$ cat src/rtl/tick_gen_pkg.sv
// Shared encodings and default sizing for the tick generator and its channels.
package tick_gen_pkg;

  localparam int unsigned CNT_W_DEF   = 28;
  localparam int unsigned DIV_RST_DEF = 2500000;

  typedef enum logic {
    MODE_PULSE  = 1'b0,
    MODE_TOGGLE = 1'b1
  } mode_e;

endpackage

$ cat src/rtl/tick_gen_chan.sv
// Single divider channel: active/shadow divisor, counter, toggle register and
// registered tick / clk_out outputs.
module tick_gen_chan
  import tick_gen_pkg::*;
#(
  parameter int unsigned CNT_W   = CNT_W_DEF,
  parameter int unsigned DIV_RST = DIV_RST_DEF
) (
  input  logic             clk,
  input  logic             rst,
  input  logic             en,
  input  logic             mode,
  input  logic             clr,
  input  logic             div_load,
  input  logic [CNT_W-1:0] div_in,
  output logic             tick,
  output logic             clk_out
);

  localparam logic [CNT_W-1:0] DIV_RST_V = CNT_W'(DIV_RST);
  localparam logic [CNT_W-1:0] ONE       = CNT_W'(1);

  logic [CNT_W-1:0] d, d_n;
  logic [CNT_W-1:0] s, s_n;
  logic [CNT_W-1:0] q, q_n;
  logic             t, t_n;
  logic             imm, imm_n;
  logic             tick_n, clk_out_n;

  always_comb begin
    d_n    = d;
    s_n    = s;
    q_n    = q;
    t_n    = t;
    imm_n  = 1'b0;
    tick_n = 1'b0;
    if (clr) begin
      q_n = '0;
      d_n = s;
    end else begin
      if (div_load) begin
        s_n   = div_in;
        imm_n = (d == '0) || !en;
      end
      // A load taken while stopped/idle is copied one cycle later; a terminal
      // count in that same cycle overrides it with the freshest divisor.
      if (imm) begin
        d_n = s;
      end
      if (en && (d != '0)) begin
        if (q >= d - ONE) begin
          q_n    = '0;
          tick_n = 1'b1;
          t_n    = ~t;
          d_n    = div_load ? div_in : s;
        end else begin
          q_n = q + ONE;
        end
      end else if (d == '0) begin
        q_n = '0;
      end
    end
    clk_out_n = (mode == MODE_TOGGLE) ? t_n : tick_n;
  end

  always_ff @(posedge clk) begin
    if (rst) begin
      d       <= DIV_RST_V;
      s       <= DIV_RST_V;
      q       <= '0;
      t       <= 1'b0;
      imm     <= 1'b0;
      tick    <= 1'b0;
      clk_out <= 1'b0;
    end else begin
      d       <= d_n;
      s       <= s_n;
      q       <= q_n;
      t       <= t_n;
      imm     <= imm_n;
      tick    <= tick_n;
      clk_out <= clk_out_n;
    end
  end

endmodule

$ cat src/rtl/tick_gen.sv
// Multi-channel programmable tick generator; one tick_gen_chan per channel,
// sharing reset and the phase-alignment clear.
module tick_gen
  import tick_gen_pkg::*;
#(
  parameter int unsigned N_CH    = 4,
  parameter int unsigned CNT_W   = CNT_W_DEF,
  parameter int unsigned DIV_RST = DIV_RST_DEF
) (
  input  logic                  clk,
  input  logic                  rst,
  input  logic [N_CH-1:0]       en,
  input  logic [N_CH-1:0]       mode,
  input  logic                  clr,
  input  logic [N_CH-1:0]       div_load,
  input  logic [N_CH*CNT_W-1:0] div_in,
  output logic [N_CH-1:0]       tick,
  output logic [N_CH-1:0]       clk_out
);

  for (genvar i = 0; i < N_CH; i++) begin : g_chan
    tick_gen_chan #(
      .CNT_W  (CNT_W),
      .DIV_RST(DIV_RST)
    ) u_chan (
      .clk     (clk),
      .rst     (rst),
      .en      (en[i]),
      .mode    (mode[i]),
      .clr     (clr),
      .div_load(div_load[i]),
      .div_in  (div_in[i*CNT_W +: CNT_W]),
      .tick    (tick[i]),
      .clk_out (clk_out[i])
    );
  end

endmodule
$ cat config.mk
export PLATFORM = sky130hd
export DESIGN_NAME = tick_gen
export DESIGN_NICKNAME = d
export VERILOG_FILES = /design/src/rtl/tick_gen_pkg.sv /design/src/rtl/tick_gen_chan.sv /design/src/rtl/tick_gen.sv
export SDC_FILE = /design/constraint.sdc
export NUM_CORES = 1
export LEC_CHECK = 0
export ABC_AREA = 1
export CAP_MARGIN = 20
export CORE_MARGIN = 8
export CORE_UTILIZATION = 35
export DETAILED_ROUTE_END_ITERATION = 10
export MAX_ROUTING_LAYER = met4
export PLACE_DENSITY = 0.61
export SLEW_MARGIN = 25
export SYNTH_ARGS = -nofsm -noshare
export SYNTH_HDL_FRONTEND = slang
export SYNTH_SLANG_ARGS = --single-unit
$ cat constraint.sdc
create_clock -name clk -period 4.49 [get_ports clk]
set_clock_uncertainty 0.1 [all_clocks]
set_input_delay 0.449 -clock clk [delete_from_list [all_inputs] [get_ports clk]]
set_output_delay 0.449 -clock clk [all_outputs]
set_load 0.005 [all_outputs]
## After elaboration in Yosys (flattened, before gate mapping)

Index checks and enable logic that the tools add are counted.

| operators by class | value |
|---|---|
| bitwise gates (word level) | 8 |
| $add $sub $neg | 8 |
| muxes and demuxes | 60 |
| reductions and logical operators | 29 |
| order comparisons | 4 |

Operators by type and width:

| cell | count |
|---|---|
| $mux 28 | 32 |
| $add 28x1->28 const B | 4 |
| $ge 28x28->1 | 4 |
| $logic_not 28->1 | 4 |
| $reduce_bool 28->1 | 4 |
| $sub 28x1->28 const B | 4 |
| $mux 1 | 28 |
| $reduce_or 3->1 | 4 |
| $not 1->1 | 8 |
| $reduce_bool 2->1 | 4 |
| $logic_and 1x1->1 | 4 |
| $logic_not 1->1 | 4 |
| $logic_or 1x1->1 | 4 |
| $reduce_or 2->1 | 1 |

| storage, ports and cells | value |
|---|---|
| output and inout bits | 8 |
| logic and storage cells | 137 |
| input port bits | 127 |
| flip-flop bits (word level) | 352 |

## Logic depth before layout (Yosys ltp)

Gate-level depths: netlist (run 1).

| logic depth | value |
|---|---|
| depth in word-level cells | 6 |
| mapped depth | 27 |
| depth with buffers taken out | 26 |

## Hierarchy

Synthesis (run 1) repeated with hierarchy kept, for this count alone.

| second synthesis, totals | value |
|---|---|
| cell total of the unflattened synthesis | 3,549 |
| area, all modules | 23,319.9 sq um |

Modules (own cells, without submodules):

| module | sequential area each (sq um) | area an instance (sq um) | cells an instance | instances |
|---|---|---|---|---|
| tick_gen_chan (g_chan[1].u_chan ...) | 1,761.7 | 5,795.6 | 884 | 2 |
| tick_gen_chan (g_chan[3].u_chan) | 1,761.7 | 5,900.7 | 891 | 1 |
| tick_gen_chan (g_chan[0].u_chan) | 1,761.7 | 5,828.1 | 890 | 1 |

## Worst setup path after synthesis (run 1)

No wires, ideal clock.

| timing path | value |
|---|---|
| kind | register to register |
| from | register g_chan[2].u_chan.d[0] |
| to | register g_chan[2].u_chan.d[1] |
| data required time | 4,264 ps |
| arrival time | 2,923 ps |
| slack | 1,341 ps |
| clock period less this slack | 3,149 ps |
| cell stages (with the launch flop) | 22 |
| path buffers | 1 |
| setup time | 126 ps |
| cells stage by stage | dfxtp_1 inv_1 ha_1 nand2_1 nor2_1 nand2_1 nor2_4 nand3_1 nor2_1 xor2_1 inv_1 ha_1 nand2_1 nor2_1 and2_1 a21oi_1 nand2_2 nand2_4 buf_4 nand2_1 nand3_1 o21ai_0 |

| on the way | value |
|---|---|
| longest elaborated chain between the ends | 5 |
| elaborated cells on any way between the ends | 7 |
| those cells by class | add/sub: 1; order compare: 1; mux: 3; reduce/logical: 2 |

Ends and longest elaborated chain:

| element | line | text |
|---|---|---|
| start: declaration | tick_gen_chan.sv:23 | `logic [CNT_W-1:0] d, d_n;` |
| start signal: assignment | tick_gen_chan.sv:76 | `d <= d_n;` |
| $sub 28x1->28 | tick_gen_chan.sv:51 | `if (q >= d - ONE) begin` |
| $ge 28x28->1 | tick_gen_chan.sv:51 |  |
| $mux 28 | tick_gen_chan.sv:51 |  |
| $mux 28 * | tick_gen_chan.sv:50 | `if (en && (d != '0)) begin` |
| $mux 28 * | tick_gen_chan.sv:37 | `if (clr) begin` |

Mark *: on every way between the ends. The rest lies on a longest branch, timed or not.
A chain may end at the register's enable or synchronous reset.

## Final worst setup path (run 1)

| timing path | value |
|---|---|
| from | register g_chan[1].u_chan.d[0] |
| to | register g_chan[1].u_chan.d[11] |

| on the way | value |
|---|---|
| longest elaborated chain between the ends | 5 |
| elaborated cells on any way between the ends | 7 |
| those cells by class | add/sub: 1; order compare: 1; mux: 3; reduce/logical: 2 |

Ends and longest elaborated chain:

| element | line |
|---|---|
| start: declaration | tick_gen_chan.sv:23 |
| start signal: assignment | tick_gen_chan.sv:76 |
| $sub 28x1->28 | tick_gen_chan.sv:51 |
| $ge 28x28->1 | tick_gen_chan.sv:51 |
| $mux 28 | tick_gen_chan.sv:51 |
| $mux 28 * | tick_gen_chan.sv:50 |
| $mux 28 * | tick_gen_chan.sv:37 |

Marks and branches as above.

==> key figures, run 1 <==
Power
  – Worst VDD drop: ~220 uV
  – Power Density: ~300 nW/um^2
  – Leakage power: around 11 nW
  – Tot Pwr: roughly 8.0 mW

Timing
  – Final setup margin: roughly 0.65 ns
  – Max_slew headroom: 0.375
  – Period utilisation layout: 0.856
  – Final hold viol count: 0
  – Final slew viol count: 0
  – Setup TNS: 0 ns
  – Final setup viols: 0
  – Hold_ws: approximately 0.38 ns
  – RSZ-0062 raised after global routing: false
  – Fmax: 260 MHz
  – Post-layout min period: roughly 3.8 ns
  – Worst Tran Pin Value: just over 0.9 ns

Cells and area
  – Share of cells above drive strength 1: 0.0555
  – Fin area: 26500 sq um
  – Filler cells: about 7000
  – Area of the multi-input gates: roughly 14000 sq um
  – Final core utilization: 0.404
  – Reg area: slightly above 7000 sq um
  – Synth-to-layout area growth: 14.5%
  – Post-route non-filler standard cell count: about 4500
  – # nets final: approximately 3800

Yosys
  – Simple-gate portion of the synthesized area: 0.314
  – Mux cell area share after synthesis: 0.0182
  – Xor/xnor share of the synthesized area: 0.0506
  – Syn nets: roughly 3800
  – Synth top area share: 0.304
  – Main combinational cell family by area after synthesis: simple AND/OR/NAND/NOR gates
  – Mapped Area: roughly 23000 sq um
  – Synth Flop Type: dfxtp_1
  – Post-Syn Instances: ~3500
  – Post-synth EDFFs: 0
  – Top post-synthesis cells by area: dfxtp_1 30%, nand2_1 15%, o21ai_0 7.2%
  – Adder-Cell Fraction of Synth Area: 0.0669
  – Flops & latches, synth: 352
  – Post-synth top cells: 947 x nand2_1, 381 x inv_1, 352 x dfxtp_1
  – Syn avg cell area: around 6.6 sq um
  – Asr flop ratio synth: 0
  – Top-count cell post-synth: nand2_1
  – Area leader, netlist: dfxtp_1
  – Post-synthesis compound-gate area fraction: 0.148
  – Sequential share of the synthesized area: 0.304
  – Netlist cell types: 51
  – Syn. warnings: 0

Worst setup path
  – WP buf/inv: 4
  – R2r setup slk: between 0.6 and 0.7 ns
  – CP max stage delay: ~0.46 ns
  – Crit-path max FO: 37
  – Crit path launch type: flop
  – Critical-path cell list: inv_1 -> ha_1 -> inv_1 -> nor2_2 -> nand2_1 -> nor2_2 -> nand3_1 -> nor3_2 -> nand2_1 -> xnor2_1 -> inv_1 -> ha_1 -> nand2_1 -> inv_1 -> nand2_1 -> nand2_1 -> nand2_1 -> nand2_1 -> a21oi_1 -> nand2_2 -> nand2_4 -> nand2_1 -> nand3_1 -> o21ai_0
  – Most numerous cell on the critical path: nand2_1
  – Setup CP Type: reg2reg
  – Crit end category: flop
  – Worst Path Required: 4.81 ns
  – Critical Path AT: approximately 4.2 ns
  – CP max-delay cell: nand2_4
  – CP delay by family, top: simple AND/OR/NAND/NOR gates

Die
  – # IOs: ~140
  – Core Region: about 66000 sq um
  – Initial Utilization: 0.353
  – Core Rows: 94
  – Die Ht: between 200 and 300 um
  – Die X: 273 um
  – Full die area: between 70000 and 80000 sq um

Drt
  – # DRC: 0
  – TritonRoute pass-1 iters: 7
  – WL final: around 67000 um
  – Vias per cell: approximately 5
  – Antenna viol nets, final: 0
  – Via count: 22243
  – Initial DRC Count: around 1500
  – WL/cell: between 10 and 15 um

Status
  – Status: finished, final reports clean

Clock network
  – Clk Latency, worst-skew pair: 0.58 ns
  – CTS tree: yes
  – Clk pin slew, worst setup/hold paths: about 0.060 ns
  – Hold_buf cts: 0
  – Resize count post-CTS: 0
  – Setup bufs post-CTS: 0
  – Clock sinks: roughly 350
  – Root buffer cell: clkbuf_16
  – Total CTS buffers: 43
  – Worst-case clock buffer depth: 3
  – H-tree level count: 2

Placed design
  – GP Congestion: roughly 0.90
  – HPWL after DPL: ~48000 um
  – Place WS: between 0.6 and 0.7 ns
  – Port Buffers: around 130
  – Dpl cells: around 4400
  – Post-place instance area: between 20000 and 30000 sq um

Run
  – # Max-Cap Violations: 0

Global routing
  – Initial antenna violation count: 2
  – Vias in the first global route: 20400
  – First-pass GRT wire length: 108000 um
  – Total track usage: 0.179
  – Total grt overflow: 0
  – Pin count of the biggest net entering global routing: 86

Hold path
  – Hold Crit Class: reg2reg
## layer usage
layer	up-vias	routed length [um]	GRT usage
met1	10027	32800	0.243
met3	101	2950	0.0239
met2	452	29700	0.278
met4	0	1450	0.0495
met5	-	0	-
li1	11663	-	-
## power by group
group          total (mW)  switching, mW  internal (mW)
clock                3.71           1.45           2.26
combinational       0.984          0.602          0.383
sequential           3.35          0.100           3.25
## registers in the layout (all words and copies together), names as in the netlist
register               flops
g_chan.u_chan.imm          4
g_chan.u_chan.s          112
g_chan.u_chan.tick         4
g_chan.u_chan.clk_out      4
g_chan.u_chan.q          112
g_chan.u_chan.d          112
g_chan.u_chan.t            4
## area by class of cell
class	instances	area share
diodes	1	0.0000943
well taps	864	0.0408
repair buffers	162	0.0586
clock inverters	19	0.00873
flip-flops and latches	352	0.266
clock buffers	59	0.0478
multi-input cells	2621	0.523
inverters	388	0.0553
## logic make-up (layout without fill, tap and decap cells)
logic type               after synthesis  after routing
AND/OR/NAND/NOR                     1670           1670
AO/OA/AOI/OAI                        652            652
buffers and inverters                552            628
flip-flops                           352            352
XOR/XNOR                             134            134
adder cells (fa/ha/maj)              124            124
multiplexers                          41             41
other                                  0              1
## worst reg2reg max path: cells and delay by family, from the launching register on
family	cells	cell delay, ns
AOI/OAI and AO/OA	2	0.24
xor gates and xnor gates	1	0.14
adders and majority gates	2	0.46
buffers and inverters	4	0.27
DFF	1	0.31
and+or+nand+nor	15	2.17
## cell usage in the layout (no fill, tap or decap), types with 26 or more instances in the layout
cell,instances
dfxtp_1,352
ha_1,124
nor2_1,230
xor2_1,95
nand3_1,260
nor2_2,26
buf_4,27
clkdlybuf4s50_1,132
nand2_1,947
clkbuf_16,45
o22ai_1,80
o21ai_0,334
mux2i_1,32
inv_1,376
nor3_1,64
a21oi_1,186
o21ai_1,27
xnor2_1,39
nand4_1,67
## final timing paths
kind	startpoint	to	cells past startpoint
max	g_chan[1].u_chan.d[0]	g_chan[1].u_chan.d[11]	24
min	g_chan[0].u_chan.t	g_chan[0].u_chan.t	2
max reg2reg	g_chan[1].u_chan.d[0]	g_chan[1].u_chan.d[11]	24
min reg2reg	g_chan[0].u_chan.t	g_chan[0].u_chan.t	2
Note: power is estimated with default switching activity, not from simulation.
==> run 2: changes to the inputs <==
Settings changed: CORE_UTILIZATION 35 to 40, PLACE_DENSITY 0.61 to 0.66.
==> run 2 against run 1 <==
Critical path depth is the same. Clock power rose by 1%. Utilization grew 5.5 points. Critical path type unchanged. Global-route usage up 1.5 points. Non-clock buffer count shrank 3. Maximum frequency increased by 1.9%. Cell area is 0.50% lower. Via count fell by 0.49%.
==> key figures, run 2 (synthesized netlist as in run 1, its figures left out) <==
Clock network
  – Setup bufs post-CTS: 0
  – Clk Latency, worst-skew pair: around 0.58 ns
  – CTS tree: yes
  – Total CTS buffers: 43
  – Hold_buf cts: 0
  – Clk pin slew, worst setup/hold paths: ~0.06 ns
  – H-tree level count: 2
  – Worst-case clock buffer depth: 3
  – Root buffer cell: clkbuf_16
  – Clock sinks: 352
  – Resize count post-CTS: 0

Global routing
  – Pin count of the biggest net entering global routing: 94
  – Total grt overflow: 0
  – Initial antenna violation count: 1
  – First-pass GRT wire length: between 100000 and 150000 um
  – Vias in the first global route: roughly 20000
  – Total track usage: 0.194

Worst setup path
  – Critical Path AT: approximately 4.1 ns
  – FF-to-FF End: g_chan[1].u_chan.d[2]
  – Most numerous cell on the critical path: nand2_1
  – Crit end category: flop
  – CP max-delay cell: nand2_4
  – WP buf/inv: 4
  – Crit-path max FO: 37
  – Setup CP Type: reg2reg
  – Crit path launch type: flop
  – R2r setup slk: ~0.7 ns
  – R2r worst-path depth: 24
  – Reg2reg start: g_chan[1].u_chan.d[0]
  – Critical-path cell list: inv_1 -> ha_1 -> inv_1 -> nor2_2 -> nand2_1 -> nor2_2 -> nand3_1 -> nor3_2 -> nand2_1 -> xnor2_1 -> inv_1 -> ha_1 -> nand2_1 -> inv_1 -> nand2_1 -> nand2_1 -> nand2_1 -> nand2_1 -> a21oi_1 -> nand2_2 -> nand2_4 -> nand2_1 -> nand3_1 -> o21ai_0
  – Worst Path Required: about 4.8 ns
  – CP max stage delay: slightly above 0.4 ns
  – CP delay by family, top: simple AND/OR/NAND/NOR gates

Run
  – # Max-Cap Violations: 0

Drt
  – Met3 wire length: 3080 um
  – Antenna viol nets, final: 0
  – TritonRoute pass-1 iters: 5
  – Routed length on met1: 32000 um
  – # DRC: 0
  – Via count: ~22000
  – WL/cell: between 10 and 15 um
  – WL final: about 64000 um
  – Top Metal Used: met4
  – Initial DRC Count: 1573
  – Vias per cell: between 5 and 6
  – Met2 Wirelength: approximately 28000 um

Cells and area
  – # nets final: between 3000 and 4000
  – Most frequent cells in the layout: 947 x nand2_1, 376 x inv_1, 352 x dfxtp_1
  – Filler cells: about 6000
  – Synth-to-layout area growth: 13.9%
  – Share of cells above drive strength 1: 0.0531
  – Fin area: around 26000 sq um
  – Biggest regs: g_chan.u_chan.d (112), g_chan.u_chan.q (112), g_chan.u_chan.s (112)
  – Commonest non-fill, non-tap cell in the layout: nand2_1

Timing
  – Final slew viol count: 0
  – Final hold viol count: 0
  – Fmax: 265 MHz
  – RSZ-0062 raised after global routing: false
  – Max_slew headroom: 0.331
  – Hold_ws: 0.319 ns
  – Final setup viols: 0
  – Period utilisation layout: 0.840
  – Post-layout min period: 3.77 ns
  – Setup TNS: 0 ns
  – Worst Tran Pin Value: approximately 1 ns

Status
  – Status: finished, final reports clean

Power
  – Combinational power share: 0.121
  – Worst VDD drop: 269 uV
  – Power Density: 306 nW/um^2
  – Leakage power: 11.1 nW
  – Sw Ratio: 0.263
  – Switching power: between 2 and 2.5 mW
  – Reg power frac: 0.414
  – Clock group share of total power: 0.465
  – Int Pwr: around 6 mW

Placed design
  – Port Buffers: roughly 130
  – Post-place instance area: 24900 sq um
  – HPWL after DPL: around 45000 um
  – GP Congestion: around 0.9

Hold path
  – Worst hold endpoint: g_chan[0].u_chan.t
  – Hold Crit Class: in2reg
  – Min-delay src: rst
  – Hold Path Depth: 2

Die
  – Die X: about 260 um
  – Initial Utilization: 0.403
  – # IOs: roughly 140
  – Core Rows: 88
  – Core Region: 57500 sq um
  – Full die area: between 60000 and 70000 sq um
  – Die Ht: approximately 260 um
## run 2: worst max-delay path by stage
stage,from,end,slack (ns),cells past startpoint
6_report,g_chan[1].u_chan.d[0],g_chan[1].u_chan.d[2],0.72,24
4_1_cts,g_chan[1].u_chan.d[0],g_chan[1].u_chan.d[12],0.70,24
3_3_place_gp,g_chan[0].u_chan.d[0],g_chan[0].u_chan.clk_out,0.77,22
3_5_place_dp,g_chan[1].u_chan.d[0],g_chan[1].u_chan.d[25],0.75,24
5_1_grt,g_chan[1].u_chan.d[6],g_chan[1].u_chan.d[20],0.30,25
2_1_floorplan,g_chan[2].u_chan.d[0],g_chan[2].u_chan.d[1],1.34,21
## run 2: layout make-up
type	count	area, sq um	area share
well taps	765	957	0.0363
clock inverters	13	220	0.00834
flip-flops and latches	352	7050	0.267
inverters	388	1470	0.0556
diodes	1	2.50	0.0000948
clock buffers	62	1290	0.0489
multi-input cells	2621	13900	0.526
repair buffers	159	1530	0.0580
## run 2: metal layers
metal	up-vias	track usage
li1	11665	-
met1	9862	0.265
met2	525	0.300
met3	81	0.0264
met4	0	0.0495
met5	-	-
## run 2: power by group through the flow
stage               sequential, mW  combinational [mW]  clock [mW]
finish                        3.35               0.977        3.76
global route                  3.36                1.12        3.97
CTS                           3.35               0.982        3.87
detailed placement            3.41               0.975           0
global placement              3.41               0.967           0
floorplan                     3.38               0.690           0
## run 2: worst reg2reg max path, delay by kind of cell (launching register included)
kind	cells	cell delay (ns)
flip-flops	1	0.30
AND/OR/NAND/NOR	15	2.10
XOR/XNOR	1	0.15
buffers and inverters	4	0.27
adder cells (fa/ha/maj)	2	0.46
AO/OA/AOI/OAI	2	0.24
## run 2: through the flow
step | power, mW | cells | setup slack (ns) | util
after floorplan | 4.07 | 3525 | 1.34 | -
after global placement | 4.38 | 4285 | 0.767 | 0.433
after detailed placement | 4.39 | 4285 | 0.749 | 0.433
after CTS | 8.20 | 4360 | 0.697 | 0.459
after global routing | 8.45 | 4361 | 0.304 | 0.459
final | 8.09 | 4361 | 0.718 | 0.459
